## src/rtl/das_arr_multi.sv

```systemverilog
// das_arr_multi: per-channel button synchroniser with press pulse,
// delayed-auto-shift pulse and auto-repeat pulse train while held.
module das_arr_multi #(
    parameter int NUM_CH = 4,
    parameter int CNT_W  = 32
) (
    input  logic              clk,
    input  logic              rst_l,
    input  logic [NUM_CH-1:0] action_user,
    input  logic [NUM_CH-1:0] action_valid,
    input  logic [NUM_CH-1:0] repeat_en,
    input  logic [CNT_W-1:0]  das_cycles,
    input  logic [CNT_W-1:0]  arr_cycles,
    output logic [NUM_CH-1:0] action_out,
    output logic [NUM_CH-1:0] held
);

    typedef enum logic [1:0] {
        IDLE,
        DAS_WAIT,
        ARR_WAIT,
        HOLD
    } state_e;

    logic [NUM_CH-1:0] sync1_q, sync1_d;
    logic [NUM_CH-1:0] sync2_q, sync2_d;
    logic [NUM_CH-1:0] pulse_q, pulse_d;
    logic [NUM_CH-1:0] held_q, held_d;
    state_e            state_q [NUM_CH];
    state_e            state_d [NUM_CH];
    logic [CNT_W-1:0]  cnt_q [NUM_CH];
    logic [CNT_W-1:0]  cnt_d [NUM_CH];
    logic [CNT_W-1:0]  das_load, arr_load;

    // A zero period behaves like a period of one.
    assign das_load = (das_cycles == '0) ? '0 : das_cycles - CNT_W'(1);
    assign arr_load = (arr_cycles == '0) ? '0 : arr_cycles - CNT_W'(1);

    assign sync1_d = action_user;
    assign sync2_d = sync1_q;

    always_comb begin
        pulse_d = '0;
        held_d  = '0;
        for (int i = 0; i < NUM_CH; i++) begin
            state_d[i] = state_q[i];
            cnt_d[i]   = cnt_q[i];
            unique case (state_q[i])
                IDLE: begin
                    cnt_d[i] = '0;
                    if (sync2_q[i] && action_valid[i]) begin
                        pulse_d[i] = 1'b1;
                        cnt_d[i]   = das_load;
                        state_d[i] = DAS_WAIT;
                    end
                end
                DAS_WAIT: begin
                    if (!sync2_q[i]) begin
                        state_d[i] = IDLE;
                        cnt_d[i]   = '0;
                    end else if (cnt_q[i] != '0) begin
                        cnt_d[i] = cnt_q[i] - CNT_W'(1);
                    end else begin
                        pulse_d[i] = action_valid[i];
                        if (repeat_en[i]) begin
                            state_d[i] = ARR_WAIT;
                            cnt_d[i]   = arr_load;
                        end else begin
                            state_d[i] = HOLD;
                            cnt_d[i]   = '0;
                        end
                    end
                end
                ARR_WAIT: begin
                    if (!sync2_q[i]) begin
                        state_d[i] = IDLE;
                        cnt_d[i]   = '0;
                    end else if (cnt_q[i] != '0) begin
                        cnt_d[i] = cnt_q[i] - CNT_W'(1);
                    end else if (repeat_en[i]) begin
                        pulse_d[i] = action_valid[i];
                        cnt_d[i]   = arr_load;
                    end else begin
                        // Repeat withdrawn mid-train: stop silently at expiry.
                        state_d[i] = HOLD;
                        cnt_d[i]   = '0;
                    end
                end
                HOLD: begin
                    cnt_d[i] = '0;
                    if (!sync2_q[i]) state_d[i] = IDLE;
                end
                default: begin
                    state_d[i] = IDLE;
                    cnt_d[i]   = '0;
                end
            endcase
            held_d[i] = (state_d[i] != IDLE);
        end
    end

    always_ff @(posedge clk or negedge rst_l) begin
        if (!rst_l) begin
            sync1_q <= '0;
            sync2_q <= '0;
            pulse_q <= '0;
            held_q  <= '0;
            for (int i = 0; i < NUM_CH; i++) begin
                state_q[i] <= IDLE;
                cnt_q[i]   <= '0;
            end
        end else begin
            sync1_q <= sync1_d;
            sync2_q <= sync2_d;
            pulse_q <= pulse_d;
            held_q  <= held_d;
            for (int i = 0; i < NUM_CH; i++) begin
                state_q[i] <= state_d[i];
                cnt_q[i]   <= cnt_d[i];
            end
        end
    end

    assign action_out = pulse_q;
    assign held       = held_q;

endmodule

```

## config.mk

```make
export PLATFORM = sky130hd
export DESIGN_NAME = das_arr_multi
export DESIGN_NICKNAME = d
export VERILOG_FILES = /design/src/rtl/das_arr_multi.sv
export SDC_FILE = /design/constraint.sdc
export NUM_CORES = 1
export LEC_CHECK = 0
export BUFFER_PORTS_ARGS = -buffer_cell sky130_fd_sc_hd__buf_2
export CORE_UTILIZATION = 50
export DETAILED_ROUTE_END_ITERATION = 6
export HOLD_SLACK_MARGIN = 0.02
export PLACE_DENSITY = 0.8
export SYNTH_ARGS = -nofsm -noshare
export SYNTH_HDL_FRONTEND = slang
export SYNTH_SLANG_ARGS = --single-unit
export TNS_END_PERCENT = 20
```

## constraint.sdc

```tcl
create_clock -name clk -period 3.3 [get_ports clk]
set_input_delay 0.495 -clock clk [delete_from_list [all_inputs] [get_ports clk]]
set_output_delay 0.495 -clock clk [all_outputs]
set_load 0.01 [all_outputs]
```

Word-level counts from Yosys, hierarchy flattened --
Cells that the tools add are included.
Storage, ports and cells: bits in read-only memories 0, register bits after elaboration 152, output and inout bits 8, bits in writable memories 0, word-level logic and storage cells 138, latch bits 0, memories 0, input port bits 78
Operators by class: bitwise operators 0, equal/unequal tests 12, reduce and logical (&&, ||, !) cells 22, order comparisons 0, $add $sub $neg 6, divide/modulo/power cells 0, muxes and demuxes 86, $mul 0, shifts and indexed selects 0
Operators by type and width (number):
- 2-to-1 mux 32 bit | 18
- case mux 32 bit (3 select lines) | 4
- subtractor 32 x 1 -> 32 bit, second input constant | 6
- nonzero test 32 bit | 4
- zero test 32 bit | 2
- 2-to-1 mux 2 bit | 28
- case mux 2 bit (4 select lines) | 4
- 2-to-1 mux 1 bit | 28
- == test 2 bit, second input constant | 8
- case mux 1 bit (3 select lines) | 4
- == test 2 x 1 -> 1 bit, second input constant | 4
- zero test 2 bit | 4
- nonzero test 2 bit | 4
- OR reduction 2 bit | 4
- logical AND 1 bit | 4

Longest topological paths before layout --
Gate-level depths: netlist of the first run.
depth in word-level cells 6, gate-level depth with buffers 10, mapped depth without buffers 8

Worst setup path after synthesis of the first run --
Ideal clock, no wire load.
kind input-to-reg, from input das_cycles[14], to register cnt_q[11] (netlist name), stages 9, data required time 3.155 ns, path slack 0.705 ns, arrival 2.449 ns, cell sequence or4_1 > nand4bb_1 > clkbuf_1 > nor4_2 > buf_4 > or2_1 > buf_4 > buf_4 > o221ai_1
RTL lines:
- start: declaration | line 12 | input logic [CNT_W-1:0] das_cycles,
- end signal: indexed assignment | line 119 | cnt_q[i] <= cnt_d[i];
- end: declaration | line 31 | logic [CNT_W-1:0] cnt_q [NUM_CH];

==> flow_summary.ini, run 1 <==
[synthesis]
yosys_warnings = 0
synth_edf_count = 0
synthDistinctLibCells = 80
async_flop_share_pct = 100
synth_nets = 1345
synth.cell_area_sq_um = 10900
synth_seq_area_share_pct = 34.8
synth_flop_cell = dfrtp_1
netlist_instances = 1237
synth.avg_cell_area_sq_um = 8.83
synth.ff_latch_count = 152

[hold_path]
hp-class = input pin to async pin

[floorplanning]
start_util_pct = 51.4
dieArea_sq_um = 22400
core_sq_um = 21200
die_width_microns = 150
die_h_microns = 150
rows = 53
ios = 86

[sta]
min_period_over_period_pct = 94.5
setup_slack_ps = 182
maxSlewViolCount = 1
setup-tns-final_ps = 0
setup_violations = 0
slew_headroom_pct = -0.967
tightestPinTransition_ps = 1500
hold_viol = 0
period_needed_ps = 3120
finalClockSkew_ps = 9.52
rsz0062_at_grt = false
hold_slack_ps = 107
clock.fmax_mhz = 321

[critical_path]
cp_top_family = simple AND/OR/NAND/NOR gates
cp-start-kind = flip-flop
crit_fanout = 13
crit_buf_inv = 2
cp.required_ps = 3590
arrival_ps = 3410
crit_type = flip-flop to flip-flop
worst_path_max_delay_cell = nand4_1
cp_slowest_stage_delay_ps = 600
crit_chain = nor4_1 -> buf_4 -> and3_1 -> buf_4 -> and3_1 -> nand4_1 -> o221ai_1
end_kind = flip-flop

[placement]
port_buffers = 85
globalplace.congestion = 0.986
placed_area_sq_um = 12000
dp_hpwl_microns = 28300
dp_slack_ps = 242

[clock_tree]
clk_pin_slew_ps = 70
ctsResizeCount = 0
cts_tree = built
root_buffer = clkbuf_16
cts_buffer_depth = 2
hold_buffers = 0
h-tree-depth = 4
cts_buffers = 17
post_cts_buffers = 0
insertion_delay_ps = 440
cts_num_sinks = 152

[final_layout]
final_layout_size_suffix_gt1_share_pct = 17.0
fin_area_sq_um = 12500
final_common_cell = dfrtp_1
syn2layout_area_growth_pct = 14.8
layout_common_cells = 152 x dfrtp_1, 127 x nand2_1, 84 x nor2_1, 84 x buf_2, 81 x xnor2_1
fin_util_pct = 59.1
n_antenna_cell = 0
final_nets = 1469

[run_status]
violations = capacitance limit, slew limit
status = complete, but fails checks

[global_routing]
grt_pass1_wl_microns = 60000
grt_usage_pct = 36.2
grt_pass1_vias = 10588
overflow = 0
antenna_found_initial = 0
grt_max_degree = 72

[route]
vias = 11113
wire_per_inst_microns = 24.1
antenna_left = 0
totalWireLength_microns = 39700
drt_iter0_drc = 1473
detail_route.first_pass.iterations = 5
drc = 0
avgViaCountPerCell = 6.74

[power_and_ir_drop]
ir_drop_uv = 382
leakagePower_nw = 5.34
power_density_nw_per_um2 = 475

[job]
drv_cap = 1
## kinds of logic after synthesis
family                   count (synthesis)  share of synthesized area (%)
multiplexers                            11                           1.03
flip-flops                             152                           34.8
adder cells (fa/ha/maj)                 30                           3.44
AO/OA/AOI/OAI                          280                           18.2
XOR/XNOR                               143                           11.5
AND/OR/NAND/NOR                        542                           27.8
buffers and inverters                   79                           3.23
## worst reg2reg max path: stages, from the launching register on
cell	delay [ps]
dfrtp_1	450
nor4_1	530
buf_4	230
and3_1	150
buf_4	160
and3_1	340
nand4_1	600
o221ai_1	530
## area by class of cell
| class | instances | area (sq um) |
|---|---|---|
| fill | 1876 | 8690 |
| multi-input combinational | 1006 | 6760 |
| sequential | 152 | 3800 |
| timing repair buffer | 156 | 977 |
| clock buffer | 17 | 425 |
| tap | 275 | 344 |
| clock inverter | 15 | 119 |
| inverter | 28 | 105 |
## per-layer routing
layer | global-route usage, % | wire [microns] | vias up
li1 | - | - | 4900
met1 | 46.7 | 15100 | 5255
met2 | 51.4 | 16100 | 789
met3 | 13.2 | 5820 | 169
met4 | 22.3 | 2670 | 0
met5 | 0 | 0 | -
## flip-flops by register name, summed over array words and instances (netlist names)
| name | count |
|---|---|
| action_out | 4 |
| cnt_q | 128 |
| held | 4 |
| state_q | 8 |
| sync1_q | 4 |
| sync2_q | 4 |
## where the power goes
part	switching (W)	internal [W]
clock	0.000866	0.000977
combinational	0.00118	0.000759
sequential	0.000169	0.00201
## cells in the mapped netlist, types with 30 or more instances
| master | n | area, sq um |
|---|---|---|
| xnor2_1 | 81 | 709 |
| nand3_1 | 30 | 150 |
| dfrtp_1 | 152 | 3800 |
| o21ai_0 | 53 | 265 |
| nor2_1 | 84 | 315 |
| nor4_1 | 48 | 300 |
| a22oi_1 | 31 | 233 |
| ha_1 | 30 | 375 |
| o221ai_1 | 44 | 385 |
| xor2_1 | 62 | 543 |
| nand2_1 | 127 | 477 |
| or4_1 | 38 | 285 |
| nor3_1 | 61 | 305 |
## final timing paths
| kind | start | to | slack (ps) | cells past startpoint |
|---|---|---|---|---|
| setup / recovery | cnt_q[5]$_DFF_PN0_ | cnt_q[23]$_DFF_PN0_ | 180 | 7 |
| hold / removal | rst_l | state_q[1]$_DFF_PN0_ | 110 | 1 |
| setup reg to reg | cnt_q[5]$_DFF_PN0_ | cnt_q[23]$_DFF_PN0_ | 180 | 7 |
| hold reg to reg | sync1_q[2]$_DFF_PN0_ | sync2_q[2]$_DFF_PN0_ | 350 | 0 |
| max in group asynchronous | rst_l | cnt_q[98]$_DFF_PN0_ | 2370 | 2 |
| min in group clk | action_user[1] | sync1_q[1]$_DFF_PN0_ | 160 | 1 |
## metrics by stage
step / cells / power, W
final: 1649 / 0.00596
after global routing: 1649 / 0.00622
after CTS: 1649 / 0.00589
after detailed placement: 1617 / 0.00406
after global placement: 1617 / 0.00403
after floorplan: 1237 / 0.00344
(Power assumes the default switching activity.)
==> inputs of run 2 (changes only) <==
--- a/config.mk
+++ b/config.mk
@@ -9,6 +9,7 @@
 export CORE_UTILIZATION = 50
 export DETAILED_ROUTE_END_ITERATION = 6
 export HOLD_SLACK_MARGIN = 0.02
+export MAX_ROUTING_LAYER = met4
 export PLACE_DENSITY = 0.8
 export SYNTH_ARGS = -nofsm -noshare
 export SYNTH_HDL_FRONTEND = slang
==> flow_summary.ini, run 2 (synthesis gave the netlist of run 1 again) <==
[power_and_ir_drop]
pwr-share-comb_pct = 33.4
swShare_pct = 36.7
power_switching_w = 0.00218
leakagePower_nw = 5.40
p_int_w = 0.00376
clkPwrFrac_pct = 30.0
ir_drop_uv = 409
power_density_nw_per_um2 = 470
pwr-share-seq_pct = 36.6

[route]
wire_per_inst_microns = 24.0
detail_route.first_pass.iterations = 7
drc = 0
totalWireLength_microns = 40100
antenna_left = 0
drt_iter0_drc = 1698
vias = 11114
avgViaCountPerCell = 6.66

[final_layout]
layout_common_cells = 152 x dfrtp_1, 127 x nand2_1, 87 x buf_4
final_layout_size_suffix_gt1_share_pct = 17.6
reg_top3 = cnt_q: 128 flops, state_q: 8 flops
final_nets = 1486
final_common_cell = dfrtp_1
largest_reg_flops = 128
max_flop_register = cnt_q
syn2layout_area_growth_pct = 15.8

[global_routing]
grt_pass1_vias = 10436
grt_pass1_wl_microns = 60800
antenna_found_initial = 1
grt_usage_pct = 37.7
overflow = 0
grt_max_degree = 83

[run_status]
status = finished, final reports clean

[clock_tree]
cts_buffers = 17
post_cts_buffers = 0
cts_tree = built
root_buffer = clkbuf_16
h-tree-depth = 4
insertion_delay_ps = 430
cts_buffer_depth = 2
hold_buffers = 0
ctsResizeCount = 0
clk_pin_slew_ps = 70
cts_num_sinks = 152

[floorplanning]
die_width_microns = 150
core_sq_um = 21200
ios = 86
die_h_microns = 150
start_util_pct = 51.4
rows = 53
dieArea_sq_um = 22400

[sta]
tightestPinTransition_ps = 1130
setup_slack_ps = 472
slew_headroom_pct = 24.4
setup-tns-final_ps = 0
min_period_over_period_pct = 85.7
clock.fmax_mhz = 354
hold_viol = 0
maxSlewViolCount = 0
rsz0062_at_grt = false
finalClockSkew_ps = 8.48
period_needed_ps = 2830
setup_violations = 0

[critical_path]
crit_type = flip-flop to flip-flop
arrival_ps = 3120
worstReg2RegEnd = cnt_q[84]$_DFF_PN0_
worst_path_max_delay_cell = or4_1
r2r_cells = 6
cp.required_ps = 3590
timing.rr.start = cnt_q[68]$_DFF_PN0_
crit_fanout = 9
crit_chain = or4_1 -> nor4_1 -> nand2_1 -> and2_1 -> o21ai_0 -> o221ai_1
cp-start-kind = flip-flop
crit_buf_inv = 0
r2r_setup_slack_ps = 470
end_kind = flip-flop
cp_top_family = simple AND/OR/NAND/NOR gates
cp_slowest_stage_delay_ps = 720

[hold_path]
hp-class = input pin to async pin

[placement]
dp_hpwl_microns = 28900
dp_slack_ps = 268
globalplace.congestion = 1.01
port_buffers = 85

[job]
drv_cap = 0
run 2: layout make-up:
cell class,count,area [sq um]
Tap cell,275,344
Clock buffer,22,444
Clock inverter,10,73.8
Inverter,28,105
Sequential cell,152,3800
Timing Repair Buffer,173,1100
Fill cell,1879,8580
Multi-Input combinational cell,1006,6760
Antenna cell,3,7.51
run 2: worst max-delay path by stage:
stage                        startpoint              endpoint  slack (ps)  cells past startpoint
floorplan                das_cycles[14]   cnt_q[11]$_DFF_PN0_         710                      9
global placement         das_cycles[24]  cnt_q[110]$_DFF_PN0_         330                      8
detailed placement       das_cycles[24]  cnt_q[110]$_DFF_PN0_         270                      8
CTS                 cnt_q[69]$_DFF_PN0_   cnt_q[84]$_DFF_PN0_         550                      6
global route        cnt_q[68]$_DFF_PN0_   cnt_q[84]$_DFF_PN0_         410                      6
finish              cnt_q[68]$_DFF_PN0_   cnt_q[84]$_DFF_PN0_         470                      6
run 2: stage by stage:
stage	power, W	hold WS [ps]	utilization [%]	area (sq um)	cells
floorplan	0.00344	199	-	10900	1237
global placement	0.00407	333	57.1	12100	1634
detailed placement	0.00410	336	57.1	12100	1634
CTS	0.00588	160	59.5	12600	1666
global route	0.00619	159	59.6	12600	1668
finish	0.00594	133	59.6	12600	1669
run 2: routing by layer:
metal	vias up	share of wire (%)	track usage [%]
met5	-	0	-
met4	0	5.7	18.7
met3	152	14	10.6
met2	740	41	51.9
met1	5269	40	50.6
li1	4953	-	-
run 2: power groups by stage:
| stage | registers, W | clock network, W | logic [W] |
|---|---|---|---|
| 5_1_grt | 0.00219 | 0.00186 | 0.00214 |
| 6_report | 0.00217 | 0.00178 | 0.00198 |
| 2_1_floorplan | 0.00217 | 0 | 0.00127 |
| 3_3_place_gp | 0.00220 | 0 | 0.00188 |
| 4_1_cts | 0.00217 | 0.00179 | 0.00192 |
| 3_5_place_dp | 0.00220 | 0 | 0.00190 |
==> inputs of run 3 (changes only) <==
--- a/config.mk
+++ b/config.mk
@@ -10,7 +10,7 @@
 export DETAILED_ROUTE_END_ITERATION = 6
 export HOLD_SLACK_MARGIN = 0.02
 export MAX_ROUTING_LAYER = met4
-export PLACE_DENSITY = 0.8
+export PLACE_DENSITY = 0.77
 export SYNTH_ARGS = -nofsm -noshare
 export SYNTH_HDL_FRONTEND = slang
 export SYNTH_SLANG_ARGS = --single-unit
==> flow_summary.ini, run 3 (synthesis gave the netlist of run 1 again) <==
[sta]
setup-tns-final_ps = 0
clock.fmax_mhz = 345
setup_violations = 0
maxSlewViolCount = 0
finalClockSkew_ps = 11.1
period_needed_ps = 2900
min_period_over_period_pct = 87.9
hold_viol = 0
slew_headroom_pct = 18.3
tightestPinTransition_ps = 1220
rsz0062_at_grt = false

[run_status]
status = finished, final reports clean

[route]
avgViaCountPerCell = 6.75
drc = 0
wire_per_inst_microns = 24.7
drt_iter0_drc = 1387
antenna_left = 0
detail_route.first_pass.iterations = 6
vias = 11196
totalWireLength_microns = 40900

[clock_tree]
cts_buffer_depth = 2
cts_tree = built
insertion_delay_ps = 430
cts_buffers = 17
hold_buffers = 0
cts_num_sinks = 152
clk_pin_slew_ps = 60
root_buffer = clkbuf_16
ctsResizeCount = 0
h-tree-depth = 4
post_cts_buffers = 0

[final_layout]
syn2layout_area_growth_pct = 16.0
layout_common_cells = 152 x dfrtp_1, 127 x nand2_1, 84 x nor2_1, 84 x buf_2, 81 x xnor2_1
fin_util_pct = 59.7
fin_area_sq_um = 12700
final_nets = 1477
reg_top3 = cnt_q: 128 flops, state_q: 8 flops
largest_reg_flops = 128
fill_cells = 1826
max_flop_register = cnt_q
multi_input_area_sq_um = 6760
final_layout_size_suffix_gt1_share_pct = 17.3
regArea_sq_um = 3800
final_common_cell = dfrtp_1

[floorplanning]
ios = 86
dieArea_sq_um = 22400
die_h_microns = 150
rows = 53
start_util_pct = 51.4
core_sq_um = 21200
die_width_microns = 150

[global_routing]
overflow = 0
grt_max_degree = 73
grt_pass1_wl_microns = 61800
grt_usage_pct = 38.7
grt_pass1_vias = 10667
antenna_found_initial = 1

[critical_path]
cp_slowest_stage_delay_ps = 570
cp-startpoint = cnt_q[32]$_DFF_PN0_
crit_buf_inv = 2
cp_top_family = simple AND/OR/NAND/NOR gates
crit_chain = inv_1 -> ha_1 -> or4b_1 -> nor3_2 -> and4_1 -> nor2_1 -> buf_4 -> a22oi_1 -> o21ai_1
worst_path_max_delay_cell = or4b_1
end_kind = flip-flop
arrival_ps = 3200
crit_type = flip-flop to flip-flop
crit_fanout = 13
timing.rr.start = cnt_q[32]$_DFF_PN0_
cp-start-kind = flip-flop
cp.required_ps = 3600

[placement]
dp_hpwl_microns = 29100
placed_area_sq_um = 12100
port_buffers = 85
globalplace.congestion = 1.01

[power_and_ir_drop]
ir_drop_uv = 374
finalPower_w = 0.00620
leakagePower_nw = 5.40
power_density_nw_per_um2 = 490

[hold_path]
hp-class = input pin to async pin

[job]
drv_cap = 0
[run 3: cell count changes in the layout (fill, tap and decap cells not counted), sizes merged]
cell / delta
buf: -9
bufinv: +3
clkbuf: -1
clkinvlp: +1
clkinv: -3
diode: -1
[run 3: final timing paths]
check	end	slack, ps	cells after the start
worst max-delay path	cnt_q[50]$_DFF_PN0_	400	9
worst min-delay path	held[2]$_DFF_PN0_	70	1
worst max register to register	cnt_q[50]$_DFF_PN0_	400	9
worst min register to register	sync2_q[1]$_DFF_PN0_	350	0
max in group asynchronous	cnt_q[73]$_DFF_PN0_	2340	2
min in group clk	sync1_q[1]$_DFF_PN0_	170	1
[run 3: routing by layer]
metal | track usage, % | part of all wire, % | vias up
li1 | - | - | 4934
met1 | 49.7 | 39 | 5290
met2 | 53.7 | 41 | 817
met3 | 13.2 | 15 | 155
met4 | 19.6 | 5.6 | 0
met5 | - | 0 | -
[run 3: layout make-up]
| cell class | count | area share (%) |
|---|---|---|
| Multi-Input combinational cell | 1006 | 53.4 |
| Sequential cell | 152 | 30.0 |
| Timing Repair Buffer | 164 | 8.19 |
| Clock buffer | 21 | 3.64 |
| Tap cell | 275 | 2.72 |
| Clock inverter | 11 | 1.15 |
| Inverter | 28 | 0.830 |
| Antenna cell | 2 | 0.0395 |
[run 3: power by group]
group,switching (W),internal [W],total [W]
clock network,0.000821,0.00123,0.00205
registers,0.000168,0.00201,0.00218
logic,0.00120,0.000771,0.00197
total,0.00219,0.00401,0.00620
[run 3: per-stage QoR]
stage	hold WS [ps]	setup WS [ps]	std cells
global placement	333	277	1625
CTS	106	489	1657
global route	133	288	1658
floorplan	199	705	1237
finish	68.8	398	1659
detailed placement	335	251	1625
